--- src/rtl/perf_counter_ctrl.sv ---
// perf_counter_ctrl
// MMIO control and readout front-end for the core's instruction counter.
// It keeps a free-running cycle counter and, on every CYCLE read, snapshots
// the instruction count on the same edge. Software therefore gets a
// consistent CYCLE/INSTR pair for CPI measurement.
//
// Register map (byte offset, only addr[3:2] decoded):
//   0x0 CYCLE  RO  live cycle counter; reading it latches the INSTR snapshot
//   0x4 INSTR  RO  instruction snapshot; reading it clears snap_valid
//   0x8 CTRL   RW  bit0 freeze, bit1 clear (write-1 action, reads 0)
//   0xC STATUS RO  bit0 freeze, bit1 snap_valid
//
// Ports:
//   clk, rst_n        core clock, asynchronous active-low reset
//   retire_valid      an instruction retires this cycle
//   instr_cnt         current count from the instruction counter
//   instr_stop        to counter: hold count (comb: ~retire_valid | freeze)
//   counter_rst       to counter: synchronous clear request (high in reset)
//   mmio_req_*        request channel (valid/ready handshake)
//   mmio_wdata        write data
//   mmio_resp_valid   one-cycle response strobe, no backpressure
//   mmio_rdata        read data, valid with mmio_resp_valid
module perf_counter_ctrl #(
  parameter int XLEN = 32
) (
  input  logic            clk,
  input  logic            rst_n,
  input  logic            retire_valid,
  input  logic [XLEN-1:0] instr_cnt,
  output logic            instr_stop,
  output logic            counter_rst,
  input  logic            mmio_req_valid,
  output logic            mmio_req_ready,
  input  logic            mmio_req_we,
  input  logic [3:0]      mmio_req_addr,
  input  logic [XLEN-1:0] mmio_wdata,
  output logic            mmio_resp_valid,
  output logic [XLEN-1:0] mmio_rdata
);

  typedef enum logic [1:0] {
    ST_IDLE = 2'd0,
    ST_CLR  = 2'd1,
    ST_RESP = 2'd2
  } state_t;

  localparam logic [1:0]      REG_CYCLE  = 2'd0;
  localparam logic [1:0]      REG_INSTR  = 2'd1;
  localparam logic [1:0]      REG_CTRL   = 2'd2;
  localparam logic [1:0]      REG_STATUS = 2'd3;
  localparam logic [XLEN-1:0] ONE        = {{(XLEN-1){1'b0}}, 1'b1};

  state_t            state_r, state_nxt_s;
  logic              freeze_r, freeze_nxt_s;
  logic [XLEN-1:0]   cycle_r, cycle_nxt_s;
  logic [XLEN-1:0]   snap_r, snap_nxt_s;
  logic              snap_valid_r, snap_valid_nxt_s;
  logic [XLEN-1:0]   rdata_r, rdata_nxt_s;
  logic              resp_valid_r;
  logic              ready_r;
  logic              counter_rst_r;
  logic              accept_s;
  logic [1:0]        reg_sel_s;
  logic              unused_s;

  // Byte-lane bits of the address and upper write-data bits carry no meaning.
  assign unused_s   = ^{mmio_req_addr[1:0], mmio_wdata[XLEN-1:2]};

  assign reg_sel_s  = mmio_req_addr[3:2];
  assign accept_s   = mmio_req_valid & ready_r;

  // Hold the downstream count when nothing retires or software froze it.
  assign instr_stop = ~retire_valid | freeze_r;

  assign counter_rst     = counter_rst_r;
  assign mmio_req_ready  = ready_r;
  assign mmio_resp_valid = resp_valid_r;
  assign mmio_rdata      = rdata_r;

  // Next-state, register-update and read-data decode.
  always_comb begin
    state_nxt_s      = state_r;
    freeze_nxt_s     = freeze_r;
    snap_nxt_s       = snap_r;
    snap_valid_nxt_s = snap_valid_r;
    rdata_nxt_s      = '0;
    // freeze seen here is the pre-write value, so a freezing CTRL write
    // still lets the cycle counter advance on its own accept edge.
    if (freeze_r) begin
      cycle_nxt_s = cycle_r;
    end else begin
      cycle_nxt_s = cycle_r + ONE;
    end

    case (state_r)
      ST_IDLE: begin
        if (accept_s) begin
          state_nxt_s = ST_RESP;
          if (mmio_req_we) begin
            // Writes to RO registers fall through with rdata 0.
            if (reg_sel_s == REG_CTRL) begin
              freeze_nxt_s = mmio_wdata[0];
              if (mmio_wdata[1]) begin
                state_nxt_s = ST_CLR;
              end else begin
                state_nxt_s = ST_RESP;
              end
            end else begin
              freeze_nxt_s = freeze_r;
            end
          end else begin
            case (reg_sel_s)
              REG_CYCLE: begin
                rdata_nxt_s      = cycle_r;
                snap_nxt_s       = instr_cnt;
                snap_valid_nxt_s = 1'b1;
              end
              REG_INSTR: begin
                rdata_nxt_s      = snap_r;
                snap_valid_nxt_s = 1'b0;
              end
              REG_CTRL:   rdata_nxt_s = {{(XLEN-1){1'b0}}, freeze_r};
              REG_STATUS: rdata_nxt_s = {{(XLEN-2){1'b0}}, snap_valid_r, freeze_r};
              default:    rdata_nxt_s = '0;
            endcase
          end
        end else begin
          state_nxt_s = ST_IDLE;
        end
      end
      ST_CLR: begin
        cycle_nxt_s      = '0;
        snap_nxt_s       = '0;
        snap_valid_nxt_s = 1'b0;
        state_nxt_s      = ST_RESP;
      end
      ST_RESP: begin
        state_nxt_s = ST_IDLE;
      end
      default: begin
        state_nxt_s = ST_IDLE;
      end
    endcase
  end

  // State, counters and registered handshake outputs; outputs are decoded
  // from the next state so they line up with the state they belong to.
  always_ff @(posedge clk or negedge rst_n) begin
    if (!rst_n) begin
      state_r       <= ST_IDLE;
      freeze_r      <= 1'b0;
      cycle_r       <= '0;
      snap_r        <= '0;
      snap_valid_r  <= 1'b0;
      rdata_r       <= '0;
      resp_valid_r  <= 1'b0;
      ready_r       <= 1'b0;
      counter_rst_r <= 1'b1;
    end else begin
      state_r       <= state_nxt_s;
      freeze_r      <= freeze_nxt_s;
      cycle_r       <= cycle_nxt_s;
      snap_r        <= snap_nxt_s;
      snap_valid_r  <= snap_valid_nxt_s;
      rdata_r       <= rdata_nxt_s;
      resp_valid_r  <= (state_nxt_s == ST_RESP);
      ready_r       <= (state_nxt_s == ST_IDLE);
      counter_rst_r <= (state_nxt_s == ST_CLR);
    end
  end

endmodule

--- config.mk ---
export PLATFORM = sky130hd
export DESIGN_NAME = perf_counter_ctrl
export DESIGN_NICKNAME = d
export VERILOG_FILES = /design/src/rtl/perf_counter_ctrl.sv
export SDC_FILE = /design/constraint.sdc
export NUM_CORES = 1
export LEC_CHECK = 0
export BUFFER_PORTS_ARGS = -buffer_cell sky130_fd_sc_hd__buf_2
export CORE_AREA = 2 2 96 98
export DETAILED_ROUTE_END_ITERATION = 10
export DIE_AREA = 0 0 98 100
export GPL_TIMING_DRIVEN = 0
export PLACE_DENSITY = 0.78
export RECOVER_POWER = 25
export SYNTH_ARGS = -nofsm -noshare
export SYNTH_HDL_FRONTEND = slang
export SYNTH_SLANG_ARGS = --single-unit
--- constraint.sdc ---
create_clock -name clk -period 2.5 [get_ports clk]
set_input_delay 0.375 -clock clk [delete_from_list [all_inputs] [get_ports clk]]
set_output_delay 0.375 -clock clk [all_outputs]
set_load 0.02 [all_outputs]
== Word level (Yosys, flattened, before mapping) ==
Cells that the tools add are included.
Storage, ports and cells
  flip-flop bits (word level): 103
  bits in latches: 0
  RAM bits: 0
  memory bits (read-only): 0
  bits of input ports: 73
  output and inout port bits: 36
  logic and storage cells: 50
  memories kept: 0
Cells by class
  add/sub/neg operators: 1
  multipliers: 0
  divide/modulo/power cells: 0
  magnitude comparators: 0
  eq/ne operators: 11
  shifts and indexed selects: 0
  mux-type cells: 19
  bitwise operators: 3
  reduce and logical (&&, ||, !) cells: 7
Operator list (count)
  32-bit 2-to-1 mux: 8
  32-bit one-hot mux with 4 select lines: 1
  32-bit one-hot mux with 2 select lines: 1
  32-bit by 1-bit adder with 32-bit output, second input constant: 1
  4-bit AND reduction: 3
  2-bit 2-to-1 mux: 4
  2-bit by 1-bit == test with 1-bit output, second input constant: 3
  2-bit == test, second input constant: 3
  2-bit zero test: 3
  2-bit by 1-bit inequality test with 1-bit output, second input constant: 2
  2-bit inequality test, second input constant: 2
  1-bit one-hot mux with 2 select lines: 2
  2-bit one-hot mux with 2 select lines: 1
  3-bit by 1-bit inequality test with 1-bit output, second input constant: 1
  1-bit 2-to-1 mux: 2
  2-bit nonzero test: 1
  1-bit bitwise AND: 1
  1-bit inverter: 1
  1-bit bitwise OR: 1

== Depth between registers and ports, before layout ==
  depth in word-level cells: 6
  mapped depth: 8
  depth with buffers taken out: 5

== Least setup slack after synthesis ==
OpenSTA, ideal clock, no wires.
  path kind: register to register
  start point: register freeze_r
  end point: register cycle_r[23]
  library setup time: 0.078 ns
  data arrival time: 1.748 ns
  required time: 2.422 ns
  slack: 0.674 ns
  stages on the path, launching flop included: 8
  path buffers: 3
  period minus slack after synthesis: 1.826 ns
  path through: dfrtp_1 -> buf_2 -> and3b_1 -> buf_2 -> nand4_1 -> buf_2 -> or4_1 -> a21oi_1
On the way
  longest elaborated chain between the ends: 1
RTL lines
  start: declaration: line 54  | logic freeze_r, freeze_nxt_s;
  start signal: assignment: line 161  | freeze_r <= freeze_nxt_s;
  2-bit by 1-bit inequality test with 1-bit output (no line)
  end signal: assignment: line 162  | cycle_r <= cycle_nxt_s;
  end: declaration: line 55  | logic [XLEN-1:0] cycle_r, cycle_nxt_s;
Every way passes these cells.
A chain may end at the register's enable or synchronous reset.

== Worst setup path after layout ==
  start point: register state_r[1]
  end point: register snap_r[19]
On the way
  longest elaborated chain between the ends: 3
  elaborated cells on any way between the ends: 8
  classes of those cells: eq/ne (4); mux (1); reduce/logical (3)
RTL lines
  start: declaration: line 53  | state_t state_r, state_nxt_s;
  start signal: assignment: line 160  | state_r <= state_nxt_s;
  2-bit zero test / 2-bit by 1-bit == test with 1-bit output (equally long branches): line 95  | case (state_r)
  2-bit by 1-bit inequality test with 1-bit output (no line), or another cell as far along
  4-bit AND reduction (no line)
  end signal: assignment: line 163  | snap_r <= snap_nxt_s;
  end: declaration: line 56  | logic [XLEN-1:0] snap_r, snap_nxt_s;
Several ways; a longest one is shown, not always the timed one.

==> run_results.csv <==
group,metric,value,unit
detailed_routing,routed_wl,10050,um
detailed_routing,first_iter_violations,178,
setup_path,crit_arrival,2.48,ns
sta,relSlewSlack,30.22,%
logic_synthesis,ys_top_cells_by_area,"dfrtp_1, mux2i_1, nand2_1, a21oi_1, nor2_1",
logic_synthesis,yosysTopAreaCell,"dfrtp_1",
floorplan,die_area,9800,um2
sta,hold_viol,0,
cts,clkTransAtPathRegs,0.11,ns
power,vdd_drop_max,385.2,uV
placement,place_inst,643,
cts,cts.hold.buffers_added,1,
cts,cts_max_path_buffers,2,
sta,finalWorstSetupSlack,0.3040,ns
floorplan,dieHeight,100,um
floorplan,pin_count,109,
global_route,busiest_layer,"met2",
sta,layout_min_cycle_time,2.196,ns
logic_synthesis,ys.flop_type,"dfrtp_1",
floorplan,core-area,8890,um2
logic_synthesis,synth_seq_cells,103,
global_route,grt_util_met3,4.666,%
cts,cts_root_buf,"clkbuf_8",
power,power,3.774,mW
logic_synthesis,synth_edf_count,0,
final_layout,antenna_cells,0,
logic_synthesis,yosysWarningCount,0,
setup_path,cp_max_fo,10,
final_layout,n_fill_cell,765,
detailed_routing,drc,0,
logic_synthesis,postSynth.asyncResetShare,100.0,%
global_route,met1_usage,29.37,%
power,p_seq_share,54.9,%
placement,hpwl,7015,um
logic_synthesis,syn_area,4553,um2
cts,cts.sinks,103,
detailed_routing,vias_per_cell,5.497,
global_route,grt_pass1_wl,16820,um
placement,gp_congestion,0.8612,
global_route,grt_usage,21.21,%
detailed_routing,final_antenna_net_count,0,
global_route,grt_pass1_vias,3553,
power,powerDensity,713.9,nW/um2
global_route,grt_antenna_before_repair,0,
run_status,status,"completed",
global_route,grt_max_degree,64,
logic_synthesis,yosysTopAreaCellShare,56.06,%
run,cap_violations,0,
power,p_int,2.659,mW
cts,cts_made_buffers,9,
logic_synthesis,syn_nets,531,
logic_synthesis,syn_inst,457,
floorplan,start_util,51.22,%
sta,period_share,87.84,%
sta,holdWs,0.2179,ns
final_layout,drive_gt1_share,15.85,%
power,clkPwrFrac,28.8,%
cts,cts_setup_buffers,0,
setup_path,critPathRequiredTime,2.79,ns
floorplan,rows,35,
detailed_routing,num_vias,3628,
worst_hold_path,hp-class,"input port to register",
detailed_routing,wire_per_inst,15.22,um
sta,worstMarginPinSlew,1.047,ns
power,p_sw,1.115,mW
sta,final-max-slew-violation-count,0,
power,power.leakage,2.451,nW
setup_path,end_kind,"register",
cts,cts.repair.resized,0,
sta,finClkSkew,0.01446,ns
final_layout,post_layout_nonfiller_instances,660,
setup_path,crit_path_start_kind,"register",
logic_synthesis,synth_cell_types,38,
placement,pre_cts_ws,0.2201,ns
setup_path,path_class,"register to register",
detailed_routing,drt-pass1-iter-count,4,
sta,tns,0,ns
cts,h-tree-depth,3,
power,p_comb_share,16.3,%
logic_synthesis,syn_area_per_cell,9.963,um2
final_layout,syn_to_final_growth,16.10,%
placement,port_buffers,74,
logic_synthesis,seq_area_frac_synth,56.64,%
cts,clk_latency,0.38,ns
global_route,grt.overflow.total,0,
sta,rsz0062_at_grt,"false",
cts,cts_tree,"yes",
global_route,met2_usage,34.46,%
power,p_sw_share,29.55,%
floorplan,fp.dieW,98,um
final_layout,nets,618,
sta,max_freq,0.4554,GHz
sta,setup_viol,0,
[cells in the final DEF, fill, tap and decap left out, drive strengths merged, types with 4 or more instances in the layout]
cell        n
a21oi      47
nor2       50
mux2i      36
o21ai       6
buf        64
nand3       9
clkbuf     51
and4        4
nor4       10
nand2b      6
inv         5
or4        12
nand4      10
dfrtp     102
nand2      79
clkinvlp    4
xor2        6
xnor2       6
o31ai      10
[cell usage after synthesis (4+ instances only)]
cell and instances:
nand3_1 9, nor4_1 10, and4_1 4, or4_1 11, nor2_1 50, a21oi_1 47, nand4_1 9, xor2_1 6
mux2i_1 36, dfrtp_1 102, nand2b_1 6, xnor2_1 6, o31ai_1 10, nand2_1 79, clkbuf_1 24, o21ai_0 6
inv_1 4
[path summary, 6_finish.rpt]
path	from	endpoint	slack (ns)	cells after the start
setup / recovery	state_r[1]	snap_r[19]	0.30	5
hold / removal	instr_cnt[26]	snap_r[26]	0.22	3
setup reg to reg	state_r[1]	snap_r[19]	0.30	5
hold reg to reg	snap_r[12]	snap_r[12]	0.53	2
max in group asynchronous	rst_n	mmio_rdata[13]	0.93	3
min in group asynchronous	rst_n	mmio_rdata[30]	0.72	2
[sequential cells by signal, summed over array words and instances, names as in the netlist]
signal	cells
freeze_r	1
cycle_r	32
mmio_req_ready	1
snap_r	32
snap_valid_r	1
counter_rst	1
state_r	2
mmio_rdata	32
mmio_resp_valid	1
[power by group through the flow]
stage	Sequential [mW]	Combinational, mW	Clock (mW)
finish	2.07	0.615	1.09
global route	2.10	0.697	1.18
CTS	2.07	0.626	1.10
detailed placement	2.10	0.622	0
global placement	2.09	0.585	0
floorplan	2.07	0.430	0
[critical path: stages, from the launching register on]
cell and delay (ns):
dfrtp_1 0.40, nand3b_1 0.20, nor4_1 0.76, clkbuf_1 0.48, nand2_1 0.12, a21oi_1 0.15
[area by class of cell]
cell class                 count  area, um2  share of cell area, %
sequential                   103       2579                  48.78
multi-input combinational    320       1843                  34.86
timing repair buffer          76      387.9                  7.337
tap                          111      138.9                  2.627
clock buffer                  10      137.6                  2.604
buffer                        30      116.4                  2.201
clock inverter                 6      68.82                  1.302
inverter                       4      15.01                 0.2840
[metal layers]
metal,vias up,share of wire (%)
met5,-,0
met4,0,1.3
met3,11,4.7
met2,90,49
met1,1768,45
li1,1759,-
[cell families after synthesis]
| kind of cell | after synthesis | synth area share (%) |
|---|---|---|
| XOR/XNOR | 12 | 2.308 |
| flip-flops | 103 | 56.64 |
| buffers and inverters | 34 | 2.885 |
| AND/OR/NAND/NOR | 201 | 21.19 |
| multiplexers | 37 | 8.162 |
| AO/OA/AOI/OAI | 69 | 8.546 |
| adder cells (fa/ha/maj) | 1 | 0.2748 |
[metrics by stage]
step                      util, %  area (um2)
after floorplan                 -        4553
after global placement      56.95        5062
after detailed placement    57.28        5092
after CTS                   59.72        5309
after global routing        59.47        5286
final                       59.47        5286
Note: power is estimated with default switching activity, not from simulation.
